==> config.mk <==
export PLATFORM = sky130hd
export DESIGN_NAME = cdc_req_arbiter
export DESIGN_NICKNAME = d
export VERILOG_FILES = /design/src/rtl/cdc_req_arbiter.sv
export SDC_FILE = /design/constraint.sdc
export NUM_CORES = 1
export LEC_CHECK = 0
export BUFFER_PORTS_ARGS = -buffer_cell sky130_fd_sc_hd__buf_2
export CORE_MARGIN = 1
export CORE_UTILIZATION = 40
export CTS_BUF_LIST = sky130_fd_sc_hd__clkbuf_4 sky130_fd_sc_hd__clkbuf_8 sky130_fd_sc_hd__clkbuf_16
export DETAILED_ROUTE_END_ITERATION = 6
export GPL_TIMING_DRIVEN = 1
export HOLD_SLACK_MARGIN = 0.08
export PLACE_DENSITY = 0.65
export SYNTH_ARGS = -nofsm -noshare
export SYNTH_HDL_FRONTEND = slang
export SYNTH_SLANG_ARGS = --single-unit
==> constraint.sdc <==
create_clock -name clk_m_i -period 3.19 [get_ports clk_m_i]
set_input_delay 0.638 -clock clk_m_i [delete_from_list [all_inputs] [get_ports clk_m_i]]
set_output_delay 0.638 -clock clk_m_i [all_outputs]
set_load 0.01 [all_outputs]
==> src/rtl/cdc_req_arbiter.sv <==
// Round-robin arbiter funnelling REQ_CNT level requests onto one req/ack handshake channel.
// Optional wait-for-ack watchdog (timeout_o) is built only when CDC_ARB_TIMEOUT_EN is defined.
module cdc_req_arbiter #(
  parameter int REQ_CNT        = 4,
  parameter int TIMEOUT_CYCLES = 1024
) (
  input  logic               clk_m_i,
  input  logic               rst_m_i,
  input  logic [REQ_CNT-1:0] req_i,
  output logic [REQ_CNT-1:0] grant_o,
  output logic [REQ_CNT-1:0] done_o,
  output logic               m_req_o,
  input  logic               m_ack_i,
  output logic               busy_o,
`ifdef CDC_ARB_TIMEOUT_EN
  output logic               timeout_o,
`endif
  output logic [1:0]         dbg_state_o
);

  // Handshake: a requester holds req_i high until its one-cycle done_o; toward the channel,
  // m_req_o is a single-cycle pulse and m_ack_i is a single-cycle strobe honoured only in WAIT.

  localparam int IDX_W = $clog2(REQ_CNT);
  localparam int CW    = IDX_W + 1;

  if (REQ_CNT < 2 || REQ_CNT > 16 || TIMEOUT_CYCLES < 1) begin : g_bad_cfg
    $error("cdc_req_arbiter: unsupported parameter values");
  end

  typedef enum logic [1:0] {
    IDLE  = 2'd0,
    ISSUE = 2'd1,
    WAIT  = 2'd2
  } state_t;

  state_t             state_q, state_d;
  logic [REQ_CNT-1:0] grant_q, grant_d;
  logic [REQ_CNT-1:0] done_q, done_d;
  logic [IDX_W-1:0]   owner_q, owner_d;
  logic [IDX_W-1:0]   last_q, last_d;

  logic [IDX_W-1:0]   win_idx;
  logic               win_found;
  logic [CW-1:0]      cand;

  // Scan starts just after the last owner and wraps modulo REQ_CNT.
  always_comb begin
    win_idx   = '0;
    win_found = 1'b0;
    cand      = '0;
    for (int i = 1; i <= REQ_CNT; i++) begin
      cand = {1'b0, last_q} + CW'(i);
      if (cand >= CW'(REQ_CNT)) cand = cand - CW'(REQ_CNT);
      if (!win_found && req_i[cand[IDX_W-1:0]]) begin
        win_found = 1'b1;
        win_idx   = cand[IDX_W-1:0];
      end
    end
  end

  always_comb begin
    state_d = state_q;
    grant_d = grant_q;
    done_d  = '0;
    owner_d = owner_q;
    last_d  = last_q;
    case (state_q)
      IDLE: begin
        if (win_found) begin
          state_d          = ISSUE;
          owner_d          = win_idx;
          grant_d          = '0;
          grant_d[win_idx] = 1'b1;
        end
      end
      ISSUE: state_d = WAIT;
      WAIT: begin
        if (m_ack_i) begin
          state_d = IDLE;
          grant_d = '0;
          done_d  = grant_q;
          last_d  = owner_q;
        end
      end
      default: state_d = IDLE;
    endcase
  end

  always_ff @(posedge clk_m_i) begin
    if (rst_m_i) begin
      state_q <= IDLE;
      grant_q <= '0;
      done_q  <= '0;
      owner_q <= '0;
      last_q  <= IDX_W'(REQ_CNT - 1);
    end else begin
      state_q <= state_d;
      grant_q <= grant_d;
      done_q  <= done_d;
      owner_q <= owner_d;
      last_q  <= last_d;
    end
  end

  assign grant_o     = grant_q;
  assign done_o      = done_q;
  assign m_req_o     = (state_q == ISSUE);
  assign busy_o      = (state_q != IDLE);
  assign dbg_state_o = state_q;

`ifdef CDC_ARB_TIMEOUT_EN
  localparam int CNT_W = $clog2(TIMEOUT_CYCLES + 1);

  logic [CNT_W-1:0] cnt_q, cnt_d;
  logic             timeout_q, timeout_d;

  // Counter saturates at the limit; the flag is informational and never forces WAIT to exit.
  always_comb begin
    cnt_d     = cnt_q;
    timeout_d = timeout_q;
    if (state_q == ISSUE) begin
      cnt_d = '0;
    end else if (state_q == WAIT) begin
      if (m_ack_i) begin
        timeout_d = 1'b0;
      end else begin
        if (cnt_q != CNT_W'(TIMEOUT_CYCLES)) cnt_d = cnt_q + CNT_W'(1);
        if (cnt_q == CNT_W'(TIMEOUT_CYCLES - 1)) timeout_d = 1'b1;
      end
    end
  end

  always_ff @(posedge clk_m_i) begin
    if (rst_m_i) begin
      cnt_q     <= '0;
      timeout_q <= 1'b0;
    end else begin
      cnt_q     <= cnt_d;
      timeout_q <= timeout_d;
    end
  end

  assign timeout_o = timeout_q;
`endif

endmodule

==> impl_metrics.tcl <==
set metrics [dict create \
    drive_above_1_share 0.3372 \
    leakagePower_nw 0.3272 \
    cts-buffers-inserted 3 \
    cts_max_level 1 \
    max_freq_mhz 600.9 \
    nNetsFinal 94 \
    critPathLaunchType "flip-flop" \
    outcome "completed" \
    gp_congestion 0.8242 \
    fin_crit_sh 0.5217 \
    io_buffers 18 \
    syn_area_per_cell_um2 9.317 \
    swShare 0.2571 \
    powerDensity_nw_per_um2 516.8 \
    cts_tree "done" \
    r2r_setup_slack_ns 1.81 \
    firstDrtPassIters 2 \
    cts_resized 0 \
    synth_area_leader_cell "dfxtp_1" \
    r2r-end "grant_o[0]$_SDFFE_PP0P_" \
    gr-usage-all-layers 0.1702 \
    dp_hpwl_um 816.5 \
    coreArea_um2 1350 \
    dieWidth_um 40.91 \
    drc 0 \
    cts_hold_buf 0 \
    synth_top_area_share 0.4628 \
    slew_violations 0 \
    maxCapViolations 0 \
    yosys-top-cells-count "14 x dfxtp_1, 10 x nor2_1, 4 x and2_1, 4 x nand4b_1" \
    finalPower_mw 0.3860 \
    cp.required_ns 2.55 \
    hold_path.class "flip-flop to flip-flop" \
    grt_overflow 0 \
    critPathKind "flip-flop to output port" \
    critPathArrivalTime_ns 1.03 \
    root_buffer "clkbuf_4" \
    grt_max_degree 14 \
    first_global_vias 458 \
    ir_drop_mv 0.2965 \
    cts_setup_buffers 0 \
    synthFlopType "dfxtp_1" \
    area_delta_synth_final_pct 23.35 \
    io_pins 19 \
    ant_nets 0 \
    drtIter0Drc 12 \
    ys_top_cells_by_area "dfxtp_1 46%, nor2_1 6.2%, nand4b_1 5.8%, a211o_1 4.3%, and2_1 4.1%" \
    crit_fanout 5 \
    synth.distinct_cells 23 \
    antenna_found_initial 0 \
    start_util 0.4486 \
    syn-instance-count 65 \
    post_drt_wl_per_cell_um 10.71 \
    rows 13 \
    clkLatencyLatePin_ns 0.28 \
    syn_nets 72 \
    die_h_um 40.91 \
    ys_warn_count 0 \
    setup_tns_ns 0 \
    cp-endpoint "busy_o" \
    max-clock-path-buffers 2 \
    p_clk_frac 0.322 \
    hold_viol 0 \
    ff2ff_path_depth 4 \
    via_per_inst 5.248 \
    finClkSkew_ns 0.003408 \
    min_period_ns 1.664 \
    grt_pass1_wl_um 1835 \
    ys_seq_area_frac 0.4628 \
    synth.most_common_cell "dfxtp_1" \
    critPathCaptureType "output port" \
    vias 530 \
    combPwrFrac 0.176 \
    clock_sinks 14 \
    clk_pin_slew_ns 0.08 \
    setup_violations 0 \
    synth_edf_count 0 \
    die_area_um2 1674 \
    diodes 0 \
    wl_um 1082 \
    reg2reg_from "dbg_state_o[1]$_SDFFE_PP0P_" \
    rsz0062_at_grt "false" \
    ys_ff_latch 14 \
    worstMarginPinSlew_ns 0.4164 \
    synth_area_um2 605.6 \
    cp-startpoint "dbg_state_o[1]$_SDFFE_PP0P_" \
    n_fill_cell 126 \
    max-slew-margin-rel 0.7207 \
    power_frac_seq 0.501 \
    synth-async-reset-ratio 0 \
    internal_power_mw 0.2868 \
    switching_power_mw 0.09925 \
]
critical path, cell delays in order (launching register included):
cell,delay [ns]
dfxtp_1,0.34
or2_4,0.27
buf_2,0.14
metrics by stage:
step	instance area [um2]	cells	setup WS, ns	util	hold slack (ns)
final	747.0	101	1.526	0.5533	0.4661
after global routing	747.0	101	1.431	0.5533	0.4957
after CTS	747.0	101	1.509	0.5533	0.4708
after detailed placement	710.7	97	1.413	0.5264	0.4510
after global placement	710.7	97	1.433	0.5264	0.4489
after floorplan	605.6	65	1.609	-	0.4363
final cells by class:
| class | instances | area (um2) | share of cell area |
|---|---|---|---|
| Inverter | 3 | 11.26 | 0.01508 |
| Clock buffer | 4 | 36.28 | 0.04858 |
| Tap cell | 15 | 18.77 | 0.02513 |
| Timing Repair Buffer | 18 | 90.09 | 0.1206 |
| Sequential cell | 14 | 280.3 | 0.3752 |
| Multi-Input combinational cell | 47 | 310.3 | 0.4154 |
power groups by stage:
stage / logic, mW / clock network, mW / registers, mW
2_1_floorplan: 0.0432 / 0 / 0.200
3_3_place_gp: 0.0683 / 0 / 0.197
3_5_place_dp: 0.0685 / 0 / 0.198
4_1_cts: 0.0688 / 0.130 / 0.194
5_1_grt: 0.0775 / 0.136 / 0.196
6_report: 0.0681 / 0.124 / 0.193
worst min-delay path by stage:
stage,start,endpoint,cells past startpoint,slack (ns)
floorplan,owner_q[1]$_SDFFE_PP0P_,owner_q[1]$_SDFFE_PP0P_,2,0.44
global placement,owner_q[1]$_SDFFE_PP0P_,owner_q[1]$_SDFFE_PP0P_,2,0.45
detailed placement,owner_q[1]$_SDFFE_PP0P_,owner_q[1]$_SDFFE_PP0P_,2,0.45
CTS,owner_q[1]$_SDFFE_PP0P_,owner_q[1]$_SDFFE_PP0P_,2,0.47
global route,owner_q[1]$_SDFFE_PP0P_,owner_q[1]$_SDFFE_PP0P_,2,0.50
finish,owner_q[1]$_SDFFE_PP0P_,owner_q[1]$_SDFFE_PP0P_,2,0.47
placed cells by master (no fill, tap or decap), types with 2 or more instances in the layout:
cell type / Yosys / final
a211o_1: 3 / 3
a211oi_1: 2 / 2
a21oi_1: 3 / 3
and2_1: 4 / 4
buf_2: 0 / 18
clkbuf_4: 0 / 3
dfxtp_1: 14 / 14
inv_1: 3 / 3
nand2_1: 2 / 2
nand2b_1: 3 / 3
nand3b_1: 2 / 2
nand4b_1: 4 / 4
nor2_1: 10 / 10
nor3b_1: 2 / 2
o21ai_0: 2 / 2
o21ai_2: 2 / 2
registers in the layout, summed over array words and instances, names as in the netlist:
name / count
last_q: 2
grant_o: 4
dbg_state_o: 2
done_o: 4
owner_q: 2
layer usage:
layer	up-vias	GRT usage	part of all wire
met5	-	0	0
met4	0	0.05000	0
met2	13	0.2695	0.47
met3	0	0.09783	0.068
li1	274	-	-
met1	243	0.1914	0.46
cell families after synthesis:
kind of cell / count (synthesis) / synth area share
simple gates: 32 / 0.3161
compound gates: 15 / 0.1963
flops: 14 / 0.4628
buf+inv: 4 / 0.02479
(Power assumes the default switching activity.)
